--- config.mk ---
export PLATFORM = sky130hd
export DESIGN_NAME = urv_mtimer
export DESIGN_NICKNAME = d
export VERILOG_FILES = /design/src/rtl/urv_mtimer.sv
export SDC_FILE = /design/constraint.sdc
export NUM_CORES = 1
export LEC_CHECK = 0
export CAP_MARGIN = 0
export CELL_PAD_IN_SITES_DETAIL_PLACEMENT = 1
export CELL_PAD_IN_SITES_GLOBAL_PLACEMENT = 1
export CORE_MARGIN = 2
export CORE_UTILIZATION = 35
export CTS_CLUSTER_DIAMETER = 150
export DETAILED_ROUTE_END_ITERATION = 10
export PLACE_DENSITY = 0.62
export SETUP_SLACK_MARGIN = 0.1
export SYNTH_ARGS = -nofsm -noshare
export SYNTH_HDL_FRONTEND = slang
export SYNTH_SLANG_ARGS = --single-unit
--- constraint.sdc ---
create_clock -name clk_i -period 4.06 [get_ports clk_i]
set_clock_uncertainty 0.2 [all_clocks]
set_input_delay 0.812 -clock clk_i [delete_from_list [all_inputs] [get_ports clk_i]]
set_output_delay 0.812 -clock clk_i [all_outputs]
set_load 0.05 [all_outputs]
--- src/rtl/urv_mtimer.sv ---
// urv_mtimer: 64-bit machine timer (prescaled mtime, mtimecmp, raw level tick) on a single-cycle register port.
//   clk_i    : core clock
//   rst_n_i  : asynchronous active-low reset
//   addr_i   : register word index (0 CTRL, 1 PRESCALE, 2/3 MTIME, 4/5 CMP, 6 STATUS, 7 reserved)
//   wdata_i  : write data
//   we_i     : write strobe (wins over re_i)
//   re_i     : read strobe
//   rdata_o  : read data, nonzero only with ack_o
//   ack_o    : access acknowledge, one cycle after the strobe
//   tick_o   : registered (mtime >= mtimecmp) level request
module urv_mtimer #(
    parameter int g_prescale_width = 16
) (
    input  logic        clk_i,
    input  logic        rst_n_i,
    input  logic [2:0]  addr_i,
    input  logic [31:0] wdata_i,
    input  logic        we_i,
    input  logic        re_i,
    output logic [31:0] rdata_o,
    output logic        ack_o,
    output logic        tick_o
);
    logic                        en, match_flag, rd, clr, inc, carry, match;
    logic [g_prescale_width-1:0] r, pc, pc_nxt;
    logic [63:0]                 mtime, cmp;
    logic [31:0]                 shadow, lo_nxt, hi_nxt, rd_val;
    logic [7:0]                  wsel;

    assign wsel  = we_i ? 8'd1 << addr_i : 8'd0;
    assign rd    = re_i & ~we_i;
    assign clr   = wsel[0] & wdata_i[1];
    assign inc   = en & (pc >= r);
    // a software write to the low half owns it this cycle, so its old value must not carry
    assign carry = inc & (&mtime[31:0]) & ~wsel[2];
    assign match = mtime >= cmp;

    always_comb begin
        pc_nxt = clr ? '0 : !en ? pc : inc ? '0 : pc + g_prescale_width'(1);
        lo_nxt = clr ? '0 : wsel[2] ? wdata_i : mtime[31:0] + 32'(inc);
        hi_nxt = clr ? '0 : wsel[3] ? wdata_i : mtime[63:32] + 32'(carry);
        rd_val = '0;
        case (addr_i)
            3'd0:    rd_val = {31'd0, en};
            3'd1:    rd_val = 32'(r);
            3'd2:    rd_val = mtime[31:0];
            3'd3:    rd_val = shadow;
            3'd4:    rd_val = cmp[31:0];
            3'd5:    rd_val = cmp[63:32];
            3'd6:    rd_val = {30'd0, match_flag, tick_o};
            default: rd_val = '0;
        endcase
    end

    always_ff @(posedge clk_i or negedge rst_n_i) begin
        if (!rst_n_i) begin
            en         <= 1'b0;
            r          <= '0;
            pc         <= '0;
            mtime      <= '0;
            shadow     <= '0;
            cmp        <= '1;
            match_flag <= 1'b0;
            tick_o     <= 1'b0;
            ack_o      <= 1'b0;
            rdata_o    <= '0;
        end else begin
            en          <= wsel[0] ? wdata_i[0] : en;
            r           <= wsel[1] ? wdata_i[g_prescale_width-1:0] : r;
            pc          <= pc_nxt;
            mtime       <= {hi_nxt, lo_nxt};
            // low-half read freezes the high half for a tear-free 64-bit read
            shadow      <= (rd && addr_i == 3'd2) ? mtime[63:32] : shadow;
            cmp[31:0]   <= wsel[4] ? wdata_i : cmp[31:0];
            cmp[63:32]  <= wsel[5] ? wdata_i : cmp[63:32];
            match_flag  <= match | (match_flag & ~(wsel[6] & wdata_i[1]));
            tick_o      <= match;
            ack_o       <= we_i | re_i;
            rdata_o     <= rd ? rd_val : '0;
        end
    end
endmodule

## Yosys cells after proc, flatten, opt, wreduce, memory -nomap -nowiden

Cells that the tools add are included.

- Register bits after elaboration: 228
- Input port bits: 39
- Output and inout port bits: 34
- Word-level logic and storage cells: 49

- Add/sub/neg operators: 3
- Magnitude comparators: 2
- Eq/ne operators: 6
- Shift operators: 1
- Mux-type cells: 10
- Bitwise operators: 12
- Reduce and logical (&&, ||, !) cells: 4

Operator list:

| operator | count |
|---|---|
| $pmux W32 S7 | 1 |
| $mux W32 | 5 |
| $add A32 B1 Y32 | 2 |
| $ge A64 B64 Y1 | 1 |
| $mux W16 | 3 |
| $reduce_and A32 Y1 | 1 |
| $add A16 B1 Y16 const B | 1 |
| $ge A16 B16 Y1 | 1 |
| $eq A3 B3 Y1 const B | 3 |
| $and A1 B1 Y1 | 7 |
| $mux W7 | 1 |
| $shl A1 B3 Y7 const A | 1 |
| $eq A3 B2 Y1 const B | 2 |
| $eq A3 B1 Y1 const B | 1 |
| $logic_not A3 Y1 | 1 |
| $not A1 Y1 | 3 |
| $or A1 B1 Y1 | 2 |
| $reduce_bool A2 Y1 | 1 |
| $logic_and A1 B1 Y1 | 1 |

## Depth between registers and ports, before layout

- Depth in word-level cells: 7
- Gate-level depth with buffers: 18
- Mapped depth without buffers: 17

## Worst setup path before layout

OpenSTA, ideal clock, no wires.

- Path type: reg-to-reg
- From: reg pc[0]
- To: reg mtime[63]
- Library setup time: 0.123 ns
- Data arrival time: 2.952 ns
- Required time: 3.737 ns
- Setup slack: 0.785 ns
- Stages on the path, launching flop included: 19
- Buffers on the path: 1
- Clock period less this slack: 3.275 ns
- Cells stage by stage: dfrtp_1 -> inv_1 -> ha_1 -> nand2b_1 -> a211oi_1 -> o21bai_1 -> a221oi_2 -> o21ai_0 -> and2_1 -> and3_1 -> ha_1 -> nand2_1 -> nor3_4 -> and3_1 -> buf_4 -> and2b_1 -> nand2_1 -> xor2_1 -> a21oi_1

- Word-level cells in the longest chain between the ends: 7

RTL lines:

| what | RTL line | RTL |
|---|---|---|
| from (decl) | 25 | `logic [g_prescale_width-1:0] r, pc, pc_nxt;` |
| from (signal assigned) | 70 | `pc <= pc_nxt;` |
| $ge A16 B16 Y1 | 33 | `assign inc = en & (pc >= r);` |
| $and A1 B1 Y1 | 33 |  |
| $and A1 B1 Y1 (2 in a row) | 35 | `assign carry = inc & (&mtime[31:0]) & ~wsel[2];` |
| $add A32 B1 Y32 | 41 | `hi_nxt = clr ? '0 : wsel[3] ? wdata_i : mtime[63:32] + 32'(carry);` |
| $mux W32 (2 in a row) | 41 |  |
| net hi_nxt[31] | 27 | `logic [31:0] shadow, lo_nxt, hi_nxt, rd_val;` |
| to (signal assigned) | 71 | `mtime <= {hi_nxt, lo_nxt};` |
| to (decl) | 26 | `logic [63:0] mtime, cmp;` |

The timed path passes the listed nets, and every way through them passes these cells.
A chain may end at the register's enable or synchronous reset.

## Worst setup path in the final report

- From: reg r[0]
- To: reg mtime[54]

- Word-level cells in the longest chain between the ends: 7

RTL lines:

| what | RTL line | RTL |
|---|---|---|
| from (decl) | 25 |  |
| from (signal assigned) | 69 | `r <= wsel[1] ? wdata_i[g_prescale_width-1:0] : r;` |
| $ge A16 B16 Y1 | 33 |  |
| $and A1 B1 Y1 | 33 |  |
| $and A1 B1 Y1 (2 in a row) | 35 |  |
| $add A32 B1 Y32 | 41 |  |
| $mux W32 (2 in a row) | 41 |  |
| net hi_nxt[22] | 27 |  |

The timed path passes the listed nets, and every way through them passes these cells.

==> run_results.csv <==
group,metric,value,unit
worst_setup_path,crit_required,4.32,ns
place,dp_hpwl,28.6,mm
worst_setup_path,crit_type,"register to register",
layout,num_antenna_cells,0,
synth,synth_area_leaders,"dfrtp_1, dfstp_2, ha_1",
power,peakVddDrop,0.000304,V
sta,finalHoldViolCount,0,
cts,cts_hold_buf,0,
sta,rsz0062_at_grt,"false",
die,core_area,35600,um^2
sta,fin_hold_ws,0.0152,ns
synth,synth_cell_type_count,66,
worst_setup_path,crit_path_max_incr_delay,0.40,ns
cts,numCtsBuffers,29,
sta,final.setup.tns,0,ns
place,placed_cells,1765,
die,ios,73,
power,finalPower,7.64,mW
sta,final.period_utilization,90.5,%
worst_setup_path,reg2reg_from,"r[0]",
outcome,status,"complete, no violations",
worst_setup_path,startpoint,"r[0]",
run,cap_violations,0,
sta,fmax,272,MHz
drt,antenna_left,0,
synth,synthFlopType,"dfrtp_1",
power,p_leak,6.39,nW
synth,yosys.area.top_type,"dfrtp_1",
worst_setup_path,path_common_cell,"ha_1",
die,start_util,35.5,%
drt,vias,9991,
synth,syn_area,12600,um^2
layout,synthToLayoutAreaGrowth,18.1,%
synth,netlist.area_leader.share,32.5,%
drt,dr.pass1.iters,5,
worst_setup_path,crit_fanout,5,
cts,h-tree-depth,1,
layout,nets,1463,
worst_setup_path,slowest_stage,"dfrtp_1",
sta,tightest_slew,0.915,ns
worst_setup_path,crit_chain,"ha_1, nand2b_1, a211oi_2, o21bai_1, a221oi_2, o21ai_1, buf_4, and2_1, and3_1, ha_1, nand2_1, nor3_4, and2_2, and4_1, xnor2_1, a211oi_1",
sta,slew_headroom,38.9,%
layout,drive_gt1_share,18.4,%
global_route,grt_max_degree,79,
synth,synth_seq_area_share,45.9,%
sta,setup_viol,0,
global_route,antenna_found_initial,0,
worst_setup_path,critPathTopFamily,"simple AND/OR/NAND/NOR gates",
global_route,grt_pass1_wl,63.1,mm
die,rows,69,
cts,clk_pin_slew,0.06,ns
drt,drcViolationCount,0,
synth,synthCells,1260,
cts,cts_tree,"yes",
die,die_w,194,um
place,place_congestion,0.816,
worst_setup_path,crit_buf_inv,1,
drt,via_per_inst,5.48,
layout,stdcell_count,1822,
synth,ys_seq_elements,228,
layout,final_util,41.9,%
worst_hold_path,hold_path_class,"input port to async pin",
worst_setup_path,arrival,3.93,ns
drt,drt_wl_total,40.4,mm
cts,cts_buffer_depth,3,
die,die-area,37600,um^2
global_route,overflow,0,
worst_setup_path,end_kind,"register",
worst_setup_path,startpoint_type,"register",
cts,cts.sinks,228,
global_route,grt_pass1_vias,10577,
power,pwr_density_cell,513,nW/um^2
global_route,grt_usage,21.5,%
drt,initialDrtViolationCount,510,
synth,synth-async-reset-ratio,100,%
synth,synth_edf_count,0,
cts,clk_latency,0.56,ns
place,numPortBuffers,72,
sta,drv_slew,0,
synth,yosys_warnings,0,
sta,timing.final.crit_period,3.67,ns
synth,synth_nets,1384,
cts,root_buffer,"clkbuf_16",
synth,syn_avg_cell_area,10.0,um^2
die,die_h,194,um
drt,post_drt_wl_per_cell,22.2,um
-- cell type report --
type | instances | area [um^2]
fillers | 3990 | 20700
multi-input cells | 884 | 6240
flip-flops and latches | 228 | 5790
repair buffers | 110 | 1070
clock buffers | 47 | 863
well taps | 461 | 577
inverters | 86 | 323
clock inverters | 6 | 33.8
-- worst reg2reg max path, stage by stage, from the launching register on --
cell and delay, ns:
dfrtp_1 0.40, ha_1 0.29, nand2b_1 0.15, a211oi_2 0.21
o21bai_1 0.12, a221oi_2 0.35, o21ai_1 0.11, buf_4 0.16
and2_1 0.17, and3_1 0.18, ha_1 0.21, nand2_1 0.15
nor3_4 0.08, and2_2 0.24, and4_1 0.22, xnor2_1 0.12
a211oi_1 0.22
-- registers in the layout, indices dropped and copies added, names as in the netlist --
signal,flops
tick_o,1
rdata_o,32
ack_o,1
en,1
shadow,32
match_flag,1
r,16
cmp,64
mtime,64
pc,16
-- cell usage after synthesis (all sizes together), types with 2 or more instances --
master and number:
buf 28, o211ai 3, or2 2, a21oi 79
nand4 25, dfrtp 164, a211oi 49, o21ai 99
a22o 15, nor3 6, nand2b 4, a222oi 7
dfstp 64, and2 9, and4 10, or3 2
clkbuf 34, a21o 4, nand2 119, and3 24
nor2b 14, mux2i 16, a221oi 3, xor2 44
mux2 66, inv 86, nor4 7, nor2 87
xnor2 18, a22oi 41, a2111oi 2, o31ai 3
nand3 32, ha 85
-- power breakdown --
group / leakage, nW / total (mW) / switching (mW) / internal [mW]
logic: 3.22 / 1.88 / 1.05 / 0.831
registers: 2.72 / 3.31 / 0.474 / 2.84
clock network: 0.445 / 2.46 / 1.01 / 1.44
-- cell families after synthesis --
| logic type | synth area share (%) |
|---|---|
| compound gates | 15.8 |
| buf+inv | 5.05 |
| simple gates | 13.4 |
| flops | 45.9 |
| mux | 7.16 |
| xor+xnor | 4.30 |
| fa+ha+maj | 8.43 |
-- final timing paths --
check,end,slack [ns],cells past startpoint
min in group clk_i,shadow[12],0.31,1
min,rdata_o[3],0.02,1
max in group asynchronous,cmp[42],2.67,2
min reg2reg,shadow[12],0.31,1
max reg2reg,mtime[54],0.39,16
max,mtime[54],0.39,16
-- placed cells by master (no fill, tap or decap), types with 3 or more instances in the layout --
| cell | synthesis | routed |
|---|---|---|
| mux2i_1 | 16 | 16 |
| mux2_2 | 66 | 66 |
| nor2_2 | 1 | 4 |
| and4_1 | 9 | 9 |
| buf_12 | 0 | 5 |
| ha_1 | 85 | 85 |
| nand2_2 | 2 | 4 |
| nor2b_1 | 13 | 13 |
| xnor2_1 | 18 | 18 |
| a222oi_1 | 7 | 7 |
| nand2_1 | 117 | 115 |
| clkbuf_8 | 3 | 7 |
| and2_1 | 6 | 4 |
| nor4_1 | 7 | 6 |
| and2_2 | 2 | 4 |
| nand4_1 | 24 | 24 |
| a211oi_1 | 47 | 46 |
| nor2_1 | 84 | 81 |
| a211oi_2 | 2 | 3 |
| o21ai_0 | 98 | 97 |
| clkbuf_1 | 31 | 11 |
| nand3_1 | 31 | 30 |
| dfstp_2 | 64 | 64 |
| a21oi_1 | 79 | 79 |
| nor3_1 | 3 | 3 |
| and3_1 | 21 | 20 |
| inv_1 | 86 | 86 |
| and3_2 | 3 | 3 |
| xor2_1 | 44 | 44 |
| clkinv_2 | 0 | 5 |
| dfrtp_1 | 164 | 164 |
| a21o_1 | 4 | 4 |
| buf_4 | 3 | 33 |
| clkbuf_16 | 0 | 29 |
| a22o_1 | 15 | 15 |
| a22oi_1 | 41 | 41 |
| nand2b_1 | 4 | 4 |
| clkdlybuf4s50_1 | 0 | 70 |
-- repair_timing --
item,in CTS,in global routing
setup buffers,0,4
gates resized for setup,0,7
setup endpoints to repair,0,25
endpoints found under the hold margin,0,0
-- metal layers --
metal  part of all wire, %  up-vias  global-route usage [%]
met5                     0        -                       0
met4                   1.8        0                    4.69
met3                   4.2       55                    2.90
met2                    47      195                    35.7
met1                    47     5107                    29.8
li1                      -     4634                       -
-- stage by stage --
| step | instance area (um^2) | setup slack [ns] |
|---|---|---|
| floorplan | 12600 | 0.785 |
| global placement | 13900 | 0.429 |
| detailed placement | 13900 | 0.292 |
| CTS | 14800 | 0.287 |
| global route | 14900 | 0.0928 |
| finish | 14900 | 0.386 |
Note: power is estimated with default switching activity, not from simulation.
